`src/rtl/acc_requant_packer.sv`:
```
// acc_requant_packer: requantizes signed accumulator elements (shift, optional
// rounding, optional ReLU, saturation) and packs PACK_NUM activations into one
// output word. Pipeline is S1 (input register) -> ASM (lane assembly) -> OUT.
// Optional feature macro: REQUANT_ROUND_EN (round-half-up before the shift).
// Without it the shift is a pure truncating (floor) arithmetic shift.
module acc_requant_packer #(
   parameter int IN_WIDTH    = 15,
   parameter int SHIFT_WIDTH = 4,
   parameter int OUT_WIDTH   = 8,
   parameter int PACK_NUM    = 4
) (
   input  logic                          i_clk,
   input  logic                          i_rst_n,
   input  logic                          i_valid,
   output logic                          o_ready,
   input  logic [IN_WIDTH-1:0]           i_data,
   input  logic [SHIFT_WIDTH-1:0]        i_shift_value,
   input  logic                          i_relu_en,
   input  logic                          i_last,
   output logic                          o_valid,
   input  logic                          i_ready,
   output logic [PACK_NUM*OUT_WIDTH-1:0] o_data,
   output logic [PACK_NUM-1:0]           o_keep,
   output logic                          o_last
);

   // Intermediate width wide enough that data + rounding offset never overflows
   localparam int W = ((IN_WIDTH > (1 << SHIFT_WIDTH)) ? IN_WIDTH : (1 << SHIFT_WIDTH)) + 1;
   localparam int LANE_W = (PACK_NUM > 1) ? $clog2(PACK_NUM) : 1;
   localparam logic [LANE_W-1:0] LAST_LANE = LANE_W'(PACK_NUM - 1);
   localparam logic signed [W-1:0] SAT_MAX = W'((2 ** (OUT_WIDTH - 1)) - 1);
   localparam logic signed [W-1:0] SAT_MIN = W'(-(2 ** (OUT_WIDTH - 1)));

   logic                          r_s1Valid;
   logic signed [IN_WIDTH-1:0]    r_s1Data;
   logic [SHIFT_WIDTH-1:0]        r_s1Shift;
   logic                          r_s1Relu;
   logic                          r_s1Last;

   logic [PACK_NUM*OUT_WIDTH-1:0] r_asm;
   logic [LANE_W-1:0]             r_lane;

   logic                          r_oValid;
   logic [PACK_NUM*OUT_WIDTH-1:0] r_oData;
   logic [PACK_NUM-1:0]           r_oKeep;
   logic                          r_oLast;

   logic signed [W-1:0]           w_ext;
   logic signed [W-1:0]           w_rnd;
   logic signed [W-1:0]           w_sum;
   logic signed [W-1:0]           w_shr;
   logic signed [W-1:0]           w_relu;
   logic [OUT_WIDTH-1:0]          w_result;
   logic [PACK_NUM*OUT_WIDTH-1:0] w_mergedData;
   logic [PACK_NUM-1:0]           w_mergedKeep;
   logic                          w_complete;
   logic                          w_outFree;
   logic                          w_s1Advance;
   logic                          w_accept;

   // Handshake: a completing element needs OUT free, others always move on
   assign w_complete  = r_s1Last || (r_lane == LAST_LANE);
   assign w_outFree   = !r_oValid || i_ready;
   assign w_s1Advance = r_s1Valid && (!w_complete || w_outFree);
   assign o_ready     = !r_s1Valid || w_s1Advance;
   assign w_accept    = i_valid && o_ready;

   assign o_valid = r_oValid;
   assign o_data  = r_oData;
   assign o_keep  = r_oKeep;
   assign o_last  = r_oLast;

   // Rounding offset: half an LSB of the shifted result when enabled
   always_comb begin
      w_rnd = '0;
`ifdef REQUANT_ROUND_EN
      if (r_s1Shift != '0) begin
         w_rnd = W'(1) << (r_s1Shift - 1'b1);
      end
`endif
   end

   assign w_ext  = W'(r_s1Data);
   assign w_sum  = w_ext + w_rnd;
   assign w_shr  = w_sum >>> r_s1Shift;
   assign w_relu = (r_s1Relu && w_shr[W-1]) ? '0 : w_shr;

   // Saturate the shifted value into the signed activation range
   always_comb begin
      if (w_relu > SAT_MAX) begin
         w_result = SAT_MAX[OUT_WIDTH-1:0];
      end else if (w_relu < SAT_MIN) begin
         w_result = SAT_MIN[OUT_WIDTH-1:0];
      end else begin
         w_result = w_relu[OUT_WIDTH-1:0];
      end
   end

   // Build the outgoing word: filled ASM lanes, current S1 lane, zeros above
   always_comb begin
      w_mergedData = '0;
      w_mergedKeep = '0;
      for (int i = 0; i < PACK_NUM; i++) begin
         if (i < int'(r_lane)) begin
            w_mergedData[i*OUT_WIDTH +: OUT_WIDTH] = r_asm[i*OUT_WIDTH +: OUT_WIDTH];
            w_mergedKeep[i] = 1'b1;
         end else if (i == int'(r_lane)) begin
            w_mergedData[i*OUT_WIDTH +: OUT_WIDTH] = w_result;
            w_mergedKeep[i] = 1'b1;
         end
      end
   end

   // Stage 1: capture an accepted element with its per-element controls
   always_ff @(posedge i_clk or negedge i_rst_n) begin
      if (!i_rst_n) begin
         r_s1Valid <= 1'b0;
         r_s1Data  <= '0;
         r_s1Shift <= '0;
         r_s1Relu  <= 1'b0;
         r_s1Last  <= 1'b0;
      end else if (w_accept) begin
         r_s1Valid <= 1'b1;
         r_s1Data  <= i_data;
         r_s1Shift <= i_shift_value;
         r_s1Relu  <= i_relu_en;
         r_s1Last  <= i_last;
      end else if (w_s1Advance) begin
         r_s1Valid <= 1'b0;
      end
   end

   // Assembly: park non-completing lanes, clear once a word is handed to OUT
   always_ff @(posedge i_clk or negedge i_rst_n) begin
      if (!i_rst_n) begin
         r_asm  <= '0;
         r_lane <= '0;
      end else if (w_s1Advance) begin
         if (w_complete) begin
            r_asm  <= '0;
            r_lane <= '0;
         end else begin
            r_asm[r_lane*OUT_WIDTH +: OUT_WIDTH] <= w_result;
            r_lane <= r_lane + 1'b1;
         end
      end
   end

   // Output register: reload on completion (even while draining), hold otherwise
   always_ff @(posedge i_clk or negedge i_rst_n) begin
      if (!i_rst_n) begin
         r_oValid <= 1'b0;
         r_oData  <= '0;
         r_oKeep  <= '0;
         r_oLast  <= 1'b0;
      end else if (w_s1Advance && w_complete) begin
         r_oValid <= 1'b1;
         r_oData  <= w_mergedData;
         r_oKeep  <= w_mergedKeep;
         r_oLast  <= r_s1Last;
      end else if (i_ready) begin
         r_oValid <= 1'b0;
      end
   end

endmodule

```
`config.mk`:
```
export PLATFORM = sky130hd
export DESIGN_NAME = acc_requant_packer
export DESIGN_NICKNAME = d
export VERILOG_FILES = /design/src/rtl/acc_requant_packer.sv
export SDC_FILE = /design/constraint.sdc
export NUM_CORES = 1
export LEC_CHECK = 0
export BUFFER_PORTS_ARGS = -buffer_cell sky130_fd_sc_hd__buf_4
export CAP_MARGIN = 20
export CELL_PAD_IN_SITES_DETAIL_PLACEMENT = 1
export CELL_PAD_IN_SITES_GLOBAL_PLACEMENT = 1
export CORE_ASPECT_RATIO = 0.6
export CORE_MARGIN = 2
export CORE_UTILIZATION = 45
export CTS_CLUSTER_SIZE = 16
export DETAILED_ROUTE_END_ITERATION = 7
export PLACE_DENSITY_LB_ADDON = 0.1
export SLEW_MARGIN = 20
export SYNTH_ARGS = -nofsm -noshare
export SYNTH_HDL_FRONTEND = slang
export SYNTH_SLANG_ARGS = --single-unit
```
`constraint.sdc`:
```
create_clock -name i_clk -period 5.84 [get_ports i_clk]
set_input_delay 0.876 -clock i_clk [delete_from_list [all_inputs] [get_ports i_clk]]
set_output_delay 0.876 -clock i_clk [all_outputs]
set_load 0.02 [all_outputs]
```
==> impl_metrics.tcl, run 1 <==
set metrics [dict create \
    outcome "completed" \
    layout_common_cells "86 x dfrtp_1, 70 x nand2_1, 67 x buf_4, 48 x o21ai_0, 32 x a21oi_1" \
    cp.required_ps 6100 \
    cts.path.max_buffers 2 \
    worstMarginPinSlew_ps 899.5 \
    overflow 0 \
    diodes 0 \
    fin_util_pct 54.97 \
    cts_hold_buffers 0 \
    period_needed_ps 3252 \
    synth_edf_count 0 \
    synthArstFlopShare_pct 100.0 \
    hold_class "in2async" \
    total_leakage_power_uw 0.002370 \
    clock_latency_ps 350 \
    drc 0 \
    drt_pass1_iterations 4 \
    gp_congestion 0.8914 \
    fp.dieW_um 133.4 \
    area_growth_syn_to_layout_pct 19.29 \
    post-route-period-util_pct 55.69 \
    ctsRootBufferMaster "clkbuf_16" \
    relSlewSlack_pct 40.03 \
    dr_total_vias 3707 \
    grt_usage_pct 25.68 \
    rsz0062_at_grt "no" \
    synth.area.top_cells "dfrtp_1 48%, nand2_1 5.8%, o21ai_0 5.3%, mux2_2 5.2%, a21oi_1 3.5%" \
    cp-start-kind "flip-flop" \
    slowest_stage "or4_1" \
    die_area_mm2 0.01089 \
    grt_pass1_vias 3809 \
    die_h_um 81.64 \
    final_common_cell "dfrtp_1" \
    io_pins 64 \
    synthDominantCellAreaShare_pct 47.61 \
    finalSetupTns_ps 0 \
    cts.sinks 86 \
    setup_viol 0 \
    postCtsSetupRepairBufs 0 \
    cts_tree "built" \
    rr_worst_depth 6 \
    drive_gt1_share_pct 25.39 \
    drtIter0Drc 233 \
    avgSynthCellArea_um2 9.979 \
    port_buffers 63 \
    power_density_mw_per_mm2 485.4 \
    critPathCapture "r_asm[17]" \
    wl_per_cell_um 20.27 \
    max_freq_mhz 307.5 \
    routed_wl_mm 13.04 \
    ctsResizeCount 0 \
    grt_first_pass_wirelength_mm 21.18 \
    yosysWarnings 0 \
    grt_max_degree 62 \
    core_area_mm2 0.009809 \
    dpl.hpwl_mm 9.260 \
    h-tree-depth 3 \
    antenna_found_initial 0 \
    ys.flop_type "dfrtp_1" \
    hold_violations 0 \
    nets 533 \
    syn-num-nets 483 \
    drv_slew 0 \
    synth_cell_types 55 \
    ff2ff_setup_slack_ps 2590 \
    ys_seq_area_share_pct 47.61 \
    clk_pin_slew_ps 60 \
    path_class "reg2reg" \
    maxCapViolCount 0 \
    path_cells "ha_1, nor2_1, o21a_1, o21ai_1, or4_1, o21ai_0" \
    finClkSkew_ps 6.537 \
    power_uw 2618 \
    cp_max_fo 14 \
    post_drt_via_cell_ratio 5.765 \
    netlist_area_mm2 0.004521 \
    worstPathArrival_ps 3510 \
    numCtsBuffers 9 \
    ir_drop_mv 0.2207 \
    end_kind "flip-flop" \
    slowest_delay_ps 770 \
    cp-startpoint "r_lane[1]" \
    synthCells 453 \
    yosys.area.top_type "dfrtp_1" \
    ys_ff_latch 86 \
    initial_core_util_pct 46.08 \
    postRouteAntennaNets 0 \
    rows 28 \
    reg2reg_from "r_lane[1]" \
    reg2reg_to "r_asm[17]" \
]
sequential cells by signal, indices dropped and copies added (netlist names):
name / count
o_last: 1
r_asm: 24
r_s1Relu: 1
r_s1Data: 15
r_s1Last: 1
o_data: 32
o_keep: 4
o_valid: 1
r_s1Valid: 1
r_s1Shift: 4
r_lane: 2
cell families after synthesis:
kind of cell	Yosys count	synth area share [%]
simple gates	144	15.86
compound gates	136	17.58
flops	86	47.61
mux	44	13.70
buf+inv	38	3.875
fa+ha+maj	5	1.384
Yosys cell counts (2+ instances only):
library cell and n:
buf_4 3, a221oi_1 2, mux4_1 4, inv_1 7, a21oi_2 2, mux2i_1 12
nand2b_1 8, nand2_1 70, nor2_1 28, clkinv_1 2, o211ai_1 4, buf_6 2
mux2_2 21, nand3_1 4, nor2_2 5, or2_2 2, a21oi_1 32, ha_1 5
nor2b_1 3, a31oi_1 2, dfrtp_1 86, mux4_2 7, o21a_1 3, or3_1 2
and2_1 3, o21ai_0 48, nor4_1 2, clkbuf_1 18, o21ai_1 20, nor4_2 3
o22ai_1 8, a22oi_1 4, nor3b_1 5, buf_2 5
power by group:
part	leakage [uW]	total [uW]	internal, uW	switching, uW
Combinational	0.00113	1070	423	645
Clock	0.000148	630	387	243
Sequential	0.00109	920	763	157
Total	0.00237	2620	1570	1050
worst max-delay path, delay by kind of cell, from the launching register on:
family | cells | cell delay, ps
AO/OA/AOI/OAI | 3 | 990
adder cells (fa/ha/maj) | 1 | 490
flip-flops | 1 | 590
AND/OR/NAND/NOR | 2 | 1090
worst min-delay path by stage:
stage               cells after the start           to  slack [ps]
finish                                  1  r_s1Data[7]         430
global route                            1  r_s1Data[7]         450
CTS                                     1  r_s1Data[1]         440
detailed placement                      1    o_keep[0]         460
global placement                        1    o_keep[0]         460
floorplan                               2     r_asm[3]         440
area by class of cell:
cell class	instances	area, um^2
clock buffer	11	242.7
clock inverter	5	82.58
fill	1098	4417
inverter	9	33.78
multi-input combinational	329	2195
sequential	86	2152
tap	135	168.9
timing repair buffer	68	518.0
stage by stage:
stage / instances / area [um^2] / hold WS, ps / worst slack [ps]
floorplan: 453 / 4521 / 443.8 / 3325
global placement: 626 / 5051 / 456.0 / 2776
detailed placement: 626 / 5051 / 458.2 / 2697
CTS: 642 / 5376 / 441.3 / 2620
global route: 643 / 5393 / 452.3 / 2289
finish: 643 / 5393 / 428.0 / 2588
metal layers:
metal / vias to the layer above / GRT usage [%] / routed length (um)
met5: - / 0 / 0
met4: 0 / 5.745 / 59
met3: 5 / 7.222 / 890
met2: 108 / 38.35 / 5631
met1: 1874 / 37.40 / 6453
li1: 1720 / - / -
No activity file was read; power rests on OpenSTA's default activity.
==> inputs of run 2 (changes only) <==
- CORE_UTILIZATION: 45 -> 40
- clock period: 5.84 -> 2.8 ns (I/O delays scaled with it)
==> run 2 against run 1 <==
  * Combinational power grew 120%
  * Via count grew 1.5%
  * Setup slack lost 2200 ps
  * Final cell count grew 3.4%
  * Register-to-register slack lost 2200 ps
  * Clock power grew 90%
  * Worst hold slack lost 340 ps
==> impl_metrics.tcl, run 2 (synthesized netlist as in run 1, its figures left out) <==
set metrics [dict create \
    outcome "completed" \
    ctsResizeCount 0 \
    dr_total_vias 3764 \
    post_drt_via_cell_ratio 5.660 \
    holdWs_ps 88.69 \
    clk_pin_slew_ps 60 \
    fin_util_pct 49.19 \
    path_cells "ha_1, nor2_1, o21a_1, o21ai_1, or4_1, o21ai_0" \
    slowest_stage "or4_1" \
    postCtsSetupRepairBufs 0 \
    cts_hold_buffers 0 \
    post-route-period-util_pct 86.97 \
    die_h_um 86.35 \
    io_pins 64 \
    top_usage_layer "met1" \
    power_density_mw_per_mm2 986.8 \
    overflow 0 \
    drtIter0Drc 192 \
    cp.required_ps 3060 \
    cts_tree "built" \
    fp.dieW_um 141.2 \
    rows 30 \
    h-tree-depth 3 \
    path_class "reg2reg" \
    met3_usage_pct 4.696 \
    grt_pass1_vias 3848 \
    port_buffers 63 \
    layout_common_cells "86 x dfrtp_1, 79 x buf_4, 70 x nand2_1, 48 x o21ai_0, 32 x a21oi_1" \
    finalSetupTns_ps 0 \
    worstPathArrival_ps 2690 \
    max_freq_mhz 410.7 \
    initial_core_util_pct 40.55 \
    area_growth_syn_to_layout_pct 21.31 \
    hold_violations 0 \
    gp_congestion 0.8579 \
    ir_drop_mv 0.6273 \
    finClkSkew_ps 5.200 \
    met1_usage_pct 35.20 \
    relSlewSlack_pct 49.30 \
    dpl.hpwl_mm 9.251 \
    diodes 0 \
    slowest_delay_ps 670 \
    core_area_mm2 0.01115 \
    postRouteAntennaNets 0 \
    die_area_mm2 0.01220 \
    gr-usage-met2_pct 31.64 \
    num-fill-cells 1254 \
    drt_pass1_iterations 4 \
    seq_area_mm2 0.002152 \
    largest_reg_flops 32 \
    cp-start-kind "flip-flop" \
    cts.sinks 86 \
    nets 546 \
    drive_gt1_share_pct 27.06 \
    cts.path.max_buffers 2 \
    drv_slew 0 \
    worstMarginPinSlew_ps 755.5 \
    clock_latency_ps 340 \
    rsz0062_at_grt "no" \
    setup_viol 0 \
    grt_first_pass_wirelength_mm 21.01 \
    ctsRootBufferMaster "clkbuf_16" \
    final_common_cell "dfrtp_1" \
    numCtsBuffers 9 \
    grt_usage_pct 22.40 \
    drc 0 \
    period_needed_ps 2435 \
    hold_class "in2async" \
    cp_max_fo 9 \
    end_kind "flip-flop" \
    antenna_found_initial 0 \
    grt_max_degree 47 \
    total_leakage_power_uw 0.002438 \
    routed_wl_mm 12.82 \
    maxCapViolCount 0 \
    multi_input_area_mm2 0.002193 \
    wl_per_cell_um 19.27 \
]
## run 2: changes by cell type in the layout (fill, tap and decap cells not counted), moves of 2 or more
cell | before | now
buf_12 | 0 | 2
buf_4 | 67 | 79
clkinv_2 | 0 | 3
clkinv_4 | 0 | 2
clkinvlp_4 | 3 | 0
## run 2: path summary, 6_finish.rpt
path                           start          end  slack (ps)  cells after the start
max reg2reg                r_lane[0]    r_asm[20]         360                      6
max                        r_lane[0]    r_asm[20]         360                      6
max in group asynchronous    i_rst_n     r_asm[7]        2060                      2
min                          i_rst_n  r_s1Data[5]          90                      1
min in group i_clk           i_valid    r_s1Valid         270                      2
min reg2reg                o_keep[3]    o_keep[3]         480                      2
## run 2: metrics by stage
stage          instance area (um^2)  setup slack, ps  instances  total power (uW)
3_3_place_gp                   5192            447.8        649              4176
2_1_floorplan                  4521            386.0        453              3281
5_1_grt                        5484            163.5        665              5759
6_report                       5484            364.9        665              5412
3_5_place_dp                   5192            405.1        649              4232
4_1_cts                        5484            392.8        665              5447
## run 2: cell type report
type | instances | area share, %
clock buffers | 10 | 4.175
clock inverters | 6 | 1.141
inverters | 9 | 0.6160
multi-input cells | 329 | 40.00
flip-flops and latches | 86 | 39.24
well taps | 144 | 3.285
repair buffers | 81 | 11.54
## run 2: worst max-delay path: cells and delay by family, from the launching register on
family | cells | cell delay (ps)
flops | 1 | 480
simple gates | 2 | 910
fa+ha+maj | 1 | 260
compound gates | 3 | 690
## run 2: routing by layer
metal,routed length [um],up-vias
met5,0,-
met4,116,0
met3,609,15
met2,5345,95
met1,6745,1904
li1,-,1750
## run 2: power breakdown
group / total [uW] / switching [uW] / internal [uW] / leakage [uW]
Clock: 1200 / 507 / 690 / 0.000146
Combinational: 2350 / 1410 / 945 / 0.00120
Sequential: 1860 / 270 / 1590 / 0.00109
